**src/rtl/rtc_burst_reader.sv**
```systemverilog
// rtc_burst_reader: multiplexed-bus burst reader fetching NUM_REGS RTC registers from BASE_ADDR
module rtc_burst_reader #(
  parameter logic [7:0] BASE_ADDR = 8'h21,
  parameter int NUM_REGS = 3
) (
  input  logic       clock,
  input  logic       reset,
  input  logic       start,
  input  logic [7:0] ADin,
  output logic       ad,
  output logic       cs,
  output logic       wr,
  output logic       rd,
  output logic [7:0] ADout,
  output logic       ADoe,
  output logic       busy,
  output logic [7:0] dout,
  output logic [3:0] dout_idx,
  output logic       dout_valid,
  output logic       done
);
  typedef enum logic {IDLE, FRAME} state_t;
  state_t state, state_n;
  logic [4:0] cnt;
  logic [3:0] idx;
  logic last;
  assign last = idx == 4'(NUM_REGS - 1);
  // next state: accept a burst only when idle, return to idle after the last frame
  always_comb begin
    state_n = state;
    if (state == IDLE && start) state_n = FRAME;
    if (state == FRAME && cnt == 5'd31 && last) state_n = IDLE;
  end
  // state register
  always_ff @(posedge clock or negedge reset) begin
    if (!reset) state <= IDLE;
    else state <= state_n;
  end
  // frame sequencer: every bus action is keyed to the in-frame cycle counter
  always_ff @(posedge clock or negedge reset) begin
    if (!reset) begin
      {ad, cs, wr, rd} <= 4'hF;
      ADout <= 8'hFF;
      ADoe <= 1'b0;
      busy <= 1'b0;
      dout <= 8'h00;
      dout_idx <= 4'h0;
      dout_valid <= 1'b0;
      done <= 1'b0;
      cnt <= 5'd0;
      idx <= 4'h0;
    end else begin
      dout_valid <= 1'b0;
      done <= 1'b0;
      if (state == IDLE) begin
        if (start) begin
          busy <= 1'b1;
          cnt <= 5'd0;
          idx <= 4'h0;
        end
      end else begin
        cnt <= cnt + 5'd1;
        case (cnt)
          5'd0: {ad, cs, wr, rd} <= 4'hF;
          5'd1: ad <= 1'b0;
          5'd2: cs <= 1'b0;
          5'd3: wr <= 1'b0;
          5'd4: begin
            ADout <= BASE_ADDR + 8'(idx);
            ADoe <= 1'b1;
          end
          5'd9: wr <= 1'b1;
          5'd10: cs <= 1'b1;
          5'd11: ad <= 1'b1;
          5'd13: begin
            ADout <= 8'hFF;
            ADoe <= 1'b0;
          end
          5'd22: cs <= 1'b0;
          5'd23: rd <= 1'b0;
          5'd28: begin
            dout <= ADin;
            dout_idx <= idx;
            dout_valid <= 1'b1;
          end
          5'd29: rd <= 1'b1;
          5'd30: cs <= 1'b1;
          5'd31: begin
            if (last) begin
              done <= 1'b1;
              busy <= 1'b0;
            end else idx <= idx + 4'h1;
          end
          default: ;
        endcase
      end
    end
  end
endmodule

```
**config.mk**
```make
export PLATFORM = sky130hd
export DESIGN_NAME = rtc_burst_reader
export DESIGN_NICKNAME = d
export VERILOG_FILES = /design/src/rtl/rtc_burst_reader.sv
export SDC_FILE = /design/constraint.sdc
export NUM_CORES = 1
export LEC_CHECK = 0
export ABC_AREA = 1
export CAP_MARGIN = 15
export CORE_ASPECT_RATIO = 2
export CORE_MARGIN = 2
export CORE_UTILIZATION = 35
export CTS_BUF_LIST = sky130_fd_sc_hd__clkbuf_8
export DETAILED_ROUTE_END_ITERATION = 6
export PLACE_DENSITY = 0.72
export SYNTH_ARGS = -nofsm -noshare
export SYNTH_HDL_FRONTEND = slang
export SYNTH_SLANG_ARGS = --single-unit
```
**constraint.sdc**
```tcl
create_clock -name clock -period 1.2 [get_ports clock]
set_input_delay 0.12 -clock clock [delete_from_list [all_inputs] [get_ports clock]]
set_output_delay 0.12 -clock clock [all_outputs]
set_load 0.005 [all_outputs]
```
# [Yosys cells after proc, flatten, opt, wreduce, memory -nomap -nowiden]
# Cells that the tools add are included.
[totals] n_memories=0 out_inout_bits=28 romBits=0 latch_bits=0 ram_bits=0 reg_bits=38
[classes] bitwise_logic=1 n_reduce_logical=24 eq_ne=18 n_addsub=3 multipliers=0 n_shift=0 n_mux=23 div=0 magnitude_cmp=0
[op_table] op="5-bit equality test (second input constant)" n=6
[op_table] op="5-bit by 4-bit equality test with 1-bit output (second input constant)" n=4
[op_table] op="4-bit two-way mux" n=4
[op_table] op="8-bit one-hot mux with 2 select lines" n=1
[op_table] op="2-bit nonzero test" n=7
[op_table] op="2-bit AND reduction" n=6
[op_table] op="1-bit two-way mux" n=11
[op_table] op="5-bit by 2-bit equality test with 1-bit output (second input constant)" n=2
[op_table] op="5-bit two-way mux" n=2
[op_table] op="1-bit one-hot mux with 2 select lines" n=5
[op_table] op="2-bit OR reduction" n=4
[op_table] op="6-bit by 4-bit adder with 7-bit output (first input constant)" n=1
[op_table] op="3-bit AND reduction" n=2
[op_table] op="5-bit by 1-bit adder with 5-bit output (second input constant)" n=1
[op_table] op="5-bit by 1-bit equality test with 1-bit output (second input constant)" n=1
[op_table] op="5-bit by 3-bit equality test with 1-bit output (second input constant)" n=1
[op_table] op="5-bit zero test" n=1
[op_table] op="4-bit by 1-bit adder with 4-bit output (second input constant)" n=1
[op_table] op="4-bit by 2-bit equality test with 1-bit output (second input constant)" n=1
[op_table] op="2-bit by 1-bit != test with 1-bit output (second input constant)" n=2
[op_table] op="1-bit logical AND" n=3
[op_table] op="3-bit OR reduction" n=1
[op_table] op="2-bit != test (second input constant)" n=1
[op_table] op="1-bit inverter" n=1

# [Longest topological paths before layout]
[depth] depth_word=4 mapped_depth=9

# [Least setup slack after synthesis]
# OpenSTA, ideal clock, no wires.
[synth_path] path_kind="register -> register" start="register cnt[0]" end="register idx[1]" path_buffers=0 path_slack_ps=-146 setup_time_ps=82 required_time_ps=1118 synth_period_minus_slack_ps=1346 path_stages_with_launch=10 arrival_time_ps=1264 cell_sequence="dfrtp_1 -> ha_1 -> inv_1 -> nor2_1 -> ha_1 -> nand2_1 -> inv_1 -> nand2_1 -> nand2_1 -> o22ai_1"
[synth_via] elab_chain_cells=3
[synth_lines] element="start: declaration" line="24" text="logic [4:0] cnt;"
[synth_lines] element="start signal: assignment" line="62" text="cnt <= cnt + 5'd1;"
[synth_lines] element="5-bit equality test" line="63" text="case (cnt)"
[synth_lines] element="2-bit by 1-bit != test with 1-bit output (no line)"
[synth_lines] element="3-bit AND reduction (no line)"
[synth_lines] element="end signal: assignment" line="92" text="end else idx <= idx + 4'h1;"
[synth_lines] element="end: declaration" line="25" text="logic [3:0] idx;"
# No other way between the ends.
# A chain may end at the register's enable or synchronous reset.

# [Worst setup path in the final report]
[layout_path] start="register cnt[1]" end="register idx[2]"
# The elaborated chain is that of the path after synthesis.

==> results.toml <==
[pwr]
ir_worst_vdd_mv = 1.54
power_density_mw_per_mm2 = 2520
clock_power_share_pct = 13.1
p_switching_uw = 2630
p_leak_uw = 0.00132
pwr-share-seq_pct = 33.9
intPower_uw = 4090
pwr-share-comb_pct = 53.0
swShare_pct = 39.1

[setup_path]
crit_type = "register to register"
cp_max_fo = 7
endpoint_kind = "register"
cp.arrival_ps = 1580
cp.required_ps = 1370
worstSetupStartpointType = "register"

[detailed_routing]
drt_iter0_markers = 30
firstDrtPassIters = 4
post-route-drc-count = 0
num_vias = 1620
postRouteWirelength_um = 4430
vias_per_cell = 4.88
antenna_left = 0
wl_per_cell_um = 13.3

[floorplanning]
ioPinCount = 39
start_util_pct = 35.9
coreArea_mm2 = 0.00477
dieArea_mm2 = 0.00551
die_x_um = 53.5
row_count = 36
die_h_um = 103

[placement]
numPortBuffers = 37
gp_congestion = 0.893
dp_worst_setup_slack_ps = -185
dpl.hpwl_um = 2810

[global_routing]
grt_pass1_wl_um = 6620
antenna_found_initial = 0
grt_max_degree = 37
grt.total_usage_pct = 16.2
grt_pass1_vias = 1506
overflow = 0

[cells_and_area]
multi_input_area_um2 = 866
fillers = 436
antennaDiodeCount = 0
final_layout_size_suffix_gt1_share_pct = 36.7
synthToLayoutAreaGrowth_pct = 55.4
layout.area.seq_um2 = 915
finalNetCount = 292

[clock_network]
clk_latency_ps = 290
cts_root_buffer = "clkbuf_8"
hold_buffers = 0
htree_num_levels = 2
cts_tree = "built"
clk_pin_slew_ps = 80
clock_sinks = 36
cts-buffers-inserted = 5
cts.path.max_buffers = 2

[sta]
fmax_mhz = 710
drv_slew = 0
rsz0062_at_grt = "yes"
timing.setup.tns_ps = -3310
fin_crit_sh_pct = 117
clock_skew_ps = 7.69
finalSetupViolCount = 32
setup_ws_ps = -208
hold_violations = 0
period_minus_slack_ps = 1410

[synthesis]
yosysSeqAreaShare_pct = 53.2
yosysMostFrequentCell = "nand2_1"
ys_types = 21
async_flop_share_pct = 100
synth_common_cells = "59 x nand2_1, 26 x dfrtp_1, 18 x nor2_1, 18 x o21ai_0, 17 x inv_1"
synthCells = 197
ys_ff_latch = 36
syn-cell-area_mm2 = 0.00172
syn_avg_cell_area_um2 = 8.71
yosys_most_used_dff = "dfrtp_1"
yosys_warnings = 0
synth_edf_count = 0
yosys-top-cells-area = "dfrtp_1 38%, dfstp_2 15%, nand2_1 13%"
mappedNetlistNets = 215
synth_top_area_cell = "dfrtp_1"
yosys.area.top_type_share_pct = 37.9

[run]
cap_violations = 0

[outcome]
outcome = "complete, but fails checks"
violations = "negative setup slack"

[min_path]
worstHoldPathType = "input pin to async pin"
[path summary, 6_finish.rpt]
path | slack, ps | startpoint | cells past startpoint | endpoint
max | -210 | cnt[1]$_DFFE_PN0P_ | 9 | idx[2]$_DFFE_PN0P_
min | 210 | reset | 2 | ADoe$_DFFE_PN0P_
max reg2reg | -210 | cnt[1]$_DFFE_PN0P_ | 9 | idx[2]$_DFFE_PN0P_
min reg2reg | 470 | ADout[0]$_DFFE_PN1P_ | 2 | ADout[0]$_DFFE_PN1P_
max in group asynchronous | 740 | reset | 2 | ADout[0]$_DFFE_PN1P_
min in group clock | 360 | ADin[0] | 3 | dout[0]$_DFFE_PN0P_
[logic make-up after synthesis]
| kind of cell | count (synthesis) | share of synthesized area (%) |
|---|---|---|
| buf+inv | 24 | 6.93 |
| compound gates | 26 | 7.73 |
| fa+ha+maj | 7 | 5.11 |
| other cells | 1 | 0.219 |
| flops | 36 | 53.2 |
| xor+xnor | 1 | 0.511 |
| simple gates | 102 | 26.3 |
[routing by layer]
| metal | GRT usage (%) | wire length [µm] |
|---|---|---|
| met1 | 18.8 | 1750 |
| met2 | 28.5 | 2430 |
| met3 | 3.62 | 172 |
| met4 | 5.52 | 79 |
| met5 | 0 | 0 |
[layout make-up]
| class | count | area share (%) |
|---|---|---|
| multi-input cells | 140 | 32.5 |
| clock inverters | 3 | 0.704 |
| clock buffers | 5 | 2.58 |
| flip-flops and latches | 36 | 34.3 |
| repair buffers | 73 | 24.6 |
| well taps | 57 | 2.68 |
| inverters | 18 | 2.58 |
[layout by cell type, fill, tap and decap left out, drive strengths merged]
cell type	instances
a21oi	6
and2	1
buf	37
clkbuf	6
clkdlybuf4s15	6
clkdlybuf4s50	10
clkinv	4
conb	1
dfrtp	26
dfstp	10
dlygate4sd2	19
ha	7
inv	17
nand2	66
nand3	15
nand4	2
nor2	21
o21ai	18
o22ai	2
xnor2	1
[power by group through the flow]
| stage | Combinational, µW | Sequential [µW] | Clock (µW) |
|---|---|---|---|
| after floorplan | 1310 | 2300 | 0 |
| after global placement | 2860 | 2260 | 0 |
| after detailed placement | 2930 | 2280 | 0 |
| after CTS | 3240 | 2250 | 878 |
| after global routing | 3920 | 2350 | 945 |
| final | 3560 | 2280 | 877 |
[worst max-delay path, stage by stage (launching register included)]
cell     delay [ps]
dfrtp_1         400
ha_2            200
inv_1            50
nor2_1          120
ha_2            180
nand2_2          60
inv_2            70
nand2_4          70
nand2_2          80
o22ai_1          60
[metrics by stage]
| stage | total power, µW | cell area (µm²) | instances | util, % | hold slack, ps |
|---|---|---|---|---|---|
| after global routing | 7220 | 2670 | 332 | 55.8 | 219 |
| after detailed placement | 5200 | 2300 | 308 | 48.2 | 454 |
| final | 6710 | 2670 | 332 | 55.8 | 209 |
| after global placement | 5120 | 2300 | 308 | 48.2 | 453 |
| after floorplan | 3600 | 1720 | 197 | - | -176 |
| after CTS | 6360 | 2550 | 328 | 53.4 | 221 |
[registers in the layout, summed over array words and instances, names as in the netlist]
register,count
dout,8
ADout,6
cnt,5
dout_idx,4
idx,4
ADoe,1
ad,1
busy,1
cs,1
done,1
dout_valid,1
rd,1
state,1
wr,1
[timing repair]
item / in CTS / in global routing
gates resized for setup: 57 / 33
setup endpoints to repair: 59 / 44
setup buffers: 10 / 4
cloned: 2 / 1
pin swaps: 13 / 12
No activity file was read; power rests on OpenSTA's default activity.
